===== config.mk =====
export PLATFORM = sky130hd
export DESIGN_NAME = toy_fetch_queue_mw
export DESIGN_NICKNAME = d
export VERILOG_FILES = /design/src/rtl/toy_fetch_queue_pkg.sv /design/src/rtl/toy_lead_ones_cnt.sv /design/src/rtl/toy_fetch_queue_mw.sv
export SDC_FILE = /design/constraint.sdc
export NUM_CORES = 1
export LEC_CHECK = 0
export BUFFER_PORTS_ARGS = -buffer_cell sky130_fd_sc_hd__buf_2
export CAP_MARGIN = 5
export CORE_MARGIN = 8
export CORE_UTILIZATION = 35
export CTS_CLUSTER_SIZE = 10
export DETAILED_ROUTE_END_ITERATION = 16
export PLACE_DENSITY = 0.46
export REMOVE_ABC_BUFFERS = 1
export SLEW_MARGIN = 25
export SYNTH_ARGS = -nofsm -noshare
export SYNTH_HDL_FRONTEND = slang
export SYNTH_SLANG_ARGS = --single-unit

===== constraint.sdc =====
create_clock -name i_clk -period 8.1 [get_ports i_clk]
set_input_delay 0.405 -clock i_clk [delete_from_list [all_inputs] [get_ports i_clk]]
set_output_delay 0.405 -clock i_clk [all_outputs]
set_load 0.05 [all_outputs]

===== src/rtl/toy_fetch_queue_pkg.sv =====
// toy_fetch_queue_pkg: default geometry and modular pointer arithmetic shared by the fetch queue
package toy_fetch_queue_pkg;
    localparam int DEF_DEPTH     = 16;
    localparam int DEF_ENQ_WIDTH = 2;
    localparam int DEF_DEQ_WIDTH = 2;

    // ptr < depth and n <= depth, so one conditional subtract is enough to wrap any depth
    function automatic int unsigned ptr_add(input int unsigned ptr, input int unsigned n, input int unsigned depth);
        int unsigned s;
        s = ptr + n;
        return (s >= depth) ? s - depth : s;
    endfunction
endpackage


===== src/rtl/toy_lead_ones_cnt.sv =====
// toy_lead_ones_cnt: counts consecutive ones starting at bit 0
// ports: i_vec - input vector; o_cnt - number of leading ones from bit 0
module toy_lead_ones_cnt #(
    parameter int WIDTH = 2,
    localparam int NW = $clog2(WIDTH + 1)
) (
    input  logic [WIDTH-1:0] i_vec,
    output logic [NW-1:0]    o_cnt
);
    logic w_run;
    always_comb begin
        o_cnt = '0;
        w_run = 1'b1;
        for (int i = 0; i < WIDTH; i++) begin
            w_run = w_run & i_vec[i];
            o_cnt = o_cnt + NW'(w_run);
        end
    end
endmodule


===== src/rtl/toy_fetch_queue_mw.sv =====
// toy_fetch_queue_mw: multi-lane in-order fetch queue, N-wide enqueue / M-wide dequeue
// ports: i_clk/i_rst (sync, active high), i_clear (flush); i_req_vld/o_req_rdy/i_req_pld enqueue lanes
//        (lane 0 oldest); o_ack_vld/i_ack_rdy/o_ack_pld dequeue lanes (lane 0 oldest);
//        o_occ_cnt entries held, o_free_cnt slots free
module toy_fetch_queue_mw
    import toy_fetch_queue_pkg::*;
#(
    parameter int  DEPTH     = DEF_DEPTH,
    parameter int  ENQ_WIDTH = DEF_ENQ_WIDTH,
    parameter int  DEQ_WIDTH = DEF_DEQ_WIDTH,
    parameter type PLD_TYPE  = logic [31:0],
    localparam int AWIDTH    = $clog2(DEPTH),
    localparam int CWIDTH    = $clog2(DEPTH + 1)
) (
    input  logic                 i_clk,
    input  logic                 i_rst,
    input  logic                 i_clear,
    input  logic [ENQ_WIDTH-1:0] i_req_vld,
    output logic                 o_req_rdy,
    input  PLD_TYPE              i_req_pld [ENQ_WIDTH],
    output logic [DEQ_WIDTH-1:0] o_ack_vld,
    input  logic [DEQ_WIDTH-1:0] i_ack_rdy,
    output PLD_TYPE              o_ack_pld [DEQ_WIDTH],
    output logic [CWIDTH-1:0]    o_occ_cnt,
    output logic [CWIDTH-1:0]    o_free_cnt
);
    localparam int EW = $clog2(ENQ_WIDTH + 1);
    localparam int DW = $clog2(DEQ_WIDTH + 1);

    PLD_TYPE           r_mem [DEPTH];
    logic [AWIDTH-1:0] r_wr_ptr, r_rd_ptr;
    logic [CWIDTH-1:0] r_cnt;
    logic [EW-1:0]     w_push_raw, w_push_n;
    logic [DW-1:0]     w_pop_n;
    logic [CWIDTH:0]   w_cnt_nxt;
    logic [AWIDTH-1:0] w_wr_idx [ENQ_WIDTH];
    logic [AWIDTH-1:0] w_rd_idx [DEQ_WIDTH];
    logic [ENQ_WIDTH-1:0] w_wen;

    toy_lead_ones_cnt #(.WIDTH(ENQ_WIDTH)) u_push_cnt (.i_vec(i_req_vld), .o_cnt(w_push_raw));
    toy_lead_ones_cnt #(.WIDTH(DEQ_WIDTH)) u_pop_cnt (.i_vec(o_ack_vld & i_ack_rdy), .o_cnt(w_pop_n));

    // ready depends on registered count only, so a same-cycle pop never widens acceptance
    assign o_free_cnt = CWIDTH'(DEPTH) - r_cnt;
    assign o_occ_cnt  = r_cnt;
    assign o_req_rdy  = o_free_cnt >= CWIDTH'(ENQ_WIDTH);
    assign w_push_n   = o_req_rdy ? w_push_raw : '0;
    assign w_cnt_nxt  = {1'b0, r_cnt} + (CWIDTH + 1)'(w_push_n) - (CWIDTH + 1)'(w_pop_n);

    genvar i;
    generate
        for (i = 0; i < ENQ_WIDTH; i++) begin : g_wr
            assign w_wr_idx[i] = AWIDTH'(ptr_add(32'(r_wr_ptr), i, DEPTH));
            assign w_wen[i]    = !i_rst && !i_clear && (w_push_n > EW'(i));
        end
        for (i = 0; i < DEQ_WIDTH; i++) begin : g_rd
            assign w_rd_idx[i]  = AWIDTH'(ptr_add(32'(r_rd_ptr), i, DEPTH));
            assign o_ack_vld[i] = r_cnt > CWIDTH'(i);
            assign o_ack_pld[i] = r_mem[w_rd_idx[i]];
        end
    endgenerate

    always_ff @(posedge i_clk) begin
        for (int k = 0; k < ENQ_WIDTH; k++)
            if (w_wen[k]) r_mem[w_wr_idx[k]] <= i_req_pld[k];
    end

    always_ff @(posedge i_clk) begin
        if (i_rst || i_clear) begin
            r_wr_ptr <= '0;
            r_rd_ptr <= '0;
            r_cnt    <= '0;
        end else begin
            r_wr_ptr <= AWIDTH'(ptr_add(32'(r_wr_ptr), 32'(w_push_n), DEPTH));
            r_rd_ptr <= AWIDTH'(ptr_add(32'(r_rd_ptr), 32'(w_pop_n), DEPTH));
            r_cnt    <= CWIDTH'(w_cnt_nxt);
        end
    end
endmodule


======== Yosys cells after proc, flatten, opt, wreduce, memory -nomap -nowiden ========
Memory sizes are Yosys's and may differ from the RTL's.
Index checks and enable logic that the tools add are counted.
operators by class
  $add $sub $neg .......................... 15
  $lt $le $gt $ge ......................... 11
  mux-type cells .......................... 11
  bitwise gates (word level) .............. 3
  reductions and logical operators ........ 6
operators with widths
  cell                 count
  $mux 4               6
  $sub 4x1->4 const B  6
  $ge 5x5->1 const B   4
  $add 4x1->5 const B  2
  $add 4x2->5          2
  $ge 4x5->1 const B   2
  $gt 5x1->1 const B   2
  $add 5x2->5          1
  $ge 5x2->1 const B   1
  $sub 5x2->5          1
  $sub 5x5->5 const A  1
  $add 1x1->2          2
  $gt 2x1->1 const B   2
  $mux 1               4
  $logic_and 1x1->1    3
  $and 1x1->1          2
  $and 2x2->2          1
  $logic_not 1->1      2
  $mux 2               1
  $logic_or 1x1->1     1
word-level totals
  register bits ........................... 13
  bits in writable memories ............... 512
  bits of input ports ..................... 71
  output and inout port bits .............. 77
  word-level logic and storage cells ...... 50
  memories kept ........................... 1
memories
  name   depth  width  rd ports  clocked after memory_dff  wr ports  line                      RTL
  r_mem  16     32     2         0                         2         toy_fetch_queue_mw.sv:30  PLD_TYPE r_mem [DEPTH];

======== Logic depth before layout (Yosys ltp) ========
  depth after elaboration ................. 7
  gate-level depth with buffers ........... 19
  depth with buffers taken out ............ 18

======== Hierarchy ========
Synthesis repeated with hierarchy kept, for this count alone.
second synthesis, totals
  cell total of the unflattened synthesis .. 1925
  area, all modules ....................... 32292.2 um^2
modules (own cells, without submodules)
  module              times used  cells an instance  area an instance (um^2)  seq. area each (um^2)
  toy_fetch_queue_mw  1           1921               32259.7                  15635.0
  toy_lead_ones_cnt   2           2                  16.3                     0.0

======== Least setup slack after synthesis ========
No wires, ideal clock.
  path kind ............................... reg-to-reg
  start ................................... register r_cnt[1], in the netlist o_occ_cnt[1]
  end ..................................... memory r_mem[7][0] (netlist name) (enable)
  library setup time ...................... 0.466 ns
  data arrival time ....................... 4.995 ns
  data required time ...................... 7.634 ns
  slack ................................... 2.640 ns
  cell stages (with the launch flop) ...... 8
  path buffers ............................ 0
  clock period less this slack ............ 5.460 ns
  path through ............................ dfxtp_1 -> inv_1 -> ha_1 -> xnor2_1 -> a2111oi_4 -> nor2_2 -> nand4b_1 -> o21ai_0
RTL lines
  item                    line                      RTL
  start, declared         toy_fetch_queue_mw.sv:32  logic [CWIDTH-1:0] r_cnt;
  start signal, assigned  toy_fetch_queue_mw.sv:76  r_cnt <= CWIDTH'(w_cnt_nxt);
  end, declared           toy_fetch_queue_mw.sv:30

==> results by group <==
Status
  – Status: complete, no violations

Cells and area
  – Fin area: between 30,000 and 40,000 um^2
  – Area Overhead vs Synth: 12.7%
  – FF/Latch Area: between 15,000 and 20,000 um^2
  – Final net count: 2,074
  – Area of the multi-input gates: 14,300 um^2
  – Number of inserted diodes: 0
  – Layout cell share with drive strength beyond 1: about 54%
  – # fillers: 8,129

Yosys
  – Area share of fa/ha/maj cells after synthesis: 0.950%
  – Async S/R FF share, synth: 0%
  – Most common cell in the netlist: edfxtp_1
  – Post-synthesis mux area share: about 38%
  – Post-Synth Simple-Gate Area: 2.76%
  – Netlist cell types: 47
  – Post-synthesis compound-gate area fraction: 3.53%
  – Synth Instances: just under 2,000
  – Post-synth EDFFs: 512
  – Top cells by count, synth: edfxtp_1 (512), mux2_2 (506), mux4_2 (262), clkbuf_1 (131), inv_1 (80)
  – Synth Register Bits: between 500 and 600
  – Largest cells by area after synthesis: edfxtp_1 (50%), mux4_2 (19%), mux2_2 (18%)
  – Syn Area/Cell: between 15 and 20 um^2
  – Main combinational cell family by area after synthesis: multiplexers
  – Sequential share of the synthesized area: 50.7%
  – Leading area contributor after synthesis: edfxtp_1
  – Main synth FF type: edfxtp_1
  – Total number of yosys warnings: 0
  – Cell area after synthesis: about 31,000 um^2
  – Xor and xnor fraction of the mapped netlist area: less than 1%
  – Top cell type's share of synthesized area: 49.9%

Route
  – Drt pass-1 iters: 5
  – Post-route ant nets: 0
  – 1st-iter DRT viols: 1,631
  – DR WL/cell: 33.2 um
  – DR DRC count: 0
  – Wirelength, routed: 106 mm
  – Via/cell ratio: around 6
  – DR vias: between 15,000 and 20,000

STA
  – Setup Skew: 19.6 ps
  – Final-report max-slew violation count: 0
  – RSZ-0062 raised after global routing: false
  – Peak Freq: 0.212 GHz
  – Final setup violation count: 0
  – Fin crit period: 4730 ps
  – Total negative setup slack: 0 ps
  – Relative slew slack: roughly a third
  – Slew @ Worst Pin: 974 ps
  – Final hold violations: 0
  – Worst hold slack: about 300 ps
  – Setup ws final: around 3400 ps
  – Period utilization: ~60%

Job
  – Maxcap violations: 0

CTS
  – Cts hold-fix bufs: 0
  – Post-CTS Setup Repair Bufs: 0
  – Worst-path clk slew: 50 ps
  – H-tree depth: 3
  – CTS resizes: 0
  – CTS sink count: 525
  – CTS buffer count: 68
  – TritonCTS clock tree: done
  – Clock latency on the worst-skew pair: 600 ps
  – Bufs on Longest Clock Path: 3
  – Root buf cell: clkbuf_16

Placement
  – IO Port Bufs: 147
  – Dpl hpwl: 62.1 mm
  – Setup WS pre-CTS: roughly 3700 ps
  – Area after DPL: 32,800 um^2
  – Global placer's final weighted congestion: 0.776

Floorplan
  – Die X: around 310 um
  – Starting Density: about a third
  – Die ar.: 97,800 um^2
  – Site Rows: 109
  – Die height: 313 um
  – Core Footprint: approximately 88,000 um^2
  – Top Ports: between 100 and 150

GRT
  – Pin count of the biggest net entering global routing: 121
  – Gr ovfl total: 0
  – Antenna violations before repair: 5
  – Vias in the first global route: around 20,000
  – Global-route wire length before repair: 151 mm
  – GRT Total Usage: 21.1%

Critical path
  – Worst-path maximum fanout: 34
  – CP Class: reg2out
  – Required @ worst endpoint: 7700 ps
  – CP Data Arrival Time: 4320 ps
  – Crit path launch type: register
  – Setup crit end kind: primary output

Power and ir drop
  – LEAKAGE: 11.0 nW
  – Pwr Density: 237 nW/um^2
  – Max VDD drop: 226 uV

Min path
  – Hold WC Path Type: in2reg
-- per-stage QoR --
step                utilization [%]  std cells  total power, mW
finish                         39.5       3181             8.24
global route                   39.5       3181             8.58
floorplan                         -       1717             5.16
CTS                            39.5       3180             8.35
detailed placement             37.3       3076             5.58
global placement               37.3       3076             5.57
-- path summary, 6_finish.rpt --
| check | start | end | slack [ps] | depth (start not counted) |
|---|---|---|---|---|
| worst max-delay path | r_rd_ptr[0] | o_ack_pld[30] | 3370 | 9 |
| worst min-delay path | i_clear | r_wr_ptr[0] | 300 | 3 |
| worst max register to register | o_occ_cnt[1] | r_mem[7][10] | 3820 | 11 |
| worst min register to register | r_wr_ptr[2] | r_wr_ptr[2] | 650 | 2 |
-- state kept, by name (all words and copies together), names as in the netlist --
register,count
r_mem,512
o_occ_cnt,5
r_rd_ptr,4
r_wr_ptr,4
-- critical path, cell delays in order, from the launching register on --
cell and delay (ps):
dfxtp_4 570, buf_4 550, ha_4 230, nand2b_1 200, o21ai_0 210, a21oi_4 540
buf_4 580, o22ai_1 170, a221o_1 370, buf_2 250
-- power by group --
group	internal, mW	switching, mW
clock network	1.57	1.17
logic	0.891	1.50
registers	3.04	0.0553
-- placed cells by master, fill, tap and decap left out, types with 4 or more instances in the layout --
cell type  Yosys  layout
or2_2          4       4
a21oi_1        7       5
dfxtp_1       13       9
o22ai_1       33      32
buf_2         44     147
clkbuf_16      0      69
mux2_1         6       6
clkinv_2       0       5
mux2_2       506     506
xnor2_1        5       5
ha_1          17      16
nor2b_1       29      29
o21bai_4       0       6
clkbuf_1     131      12
dfxtp_4        0       4
o21ai_4        0      10
inv_1         80      80
clkinv_1       1      14
nor3_1         5       5
a211oi_1      26      26
mux4_2       262     262
a221o_1       32      32
nand2_1       62      62
nand2b_1       7       7
nor4_4         0       5
buf_4         11      45
edfxtp_1     512     512
fa_1           4       4
nor2_1        14      13
and2_1         9       8
a31oi_1       26      26
nand3_1        6       4
-- cell type report --
type / count / share of cell area, %
clock buffers: 81 / 5.10
clock inverters: 23 / 0.386
inverters: 81 / 0.883
multi-input cells: 1111 / 41.1
flip-flops and latches: 525 / 45.1
well taps: 1165 / 4.20
repair buffers: 195 / 3.29
-- logic make-up after synthesis --
| logic type | count (synthesis) |
|---|---|
| buf+inv | 295 |
| xor+xnor | 7 |
| mux | 774 |
| flops | 525 |
| simple gates | 161 |
| compound gates | 148 |
| fa+ha+maj | 21 |
-- layer usage --
layer	wire [um]	share of wire, %	track usage, %
met1	45200	43	28.1
met2	51800	49	35.4
met3	5380	5.1	3.13
met4	3120	3.0	6.67
met5	0	0	0
(Power assumes the default switching activity.)
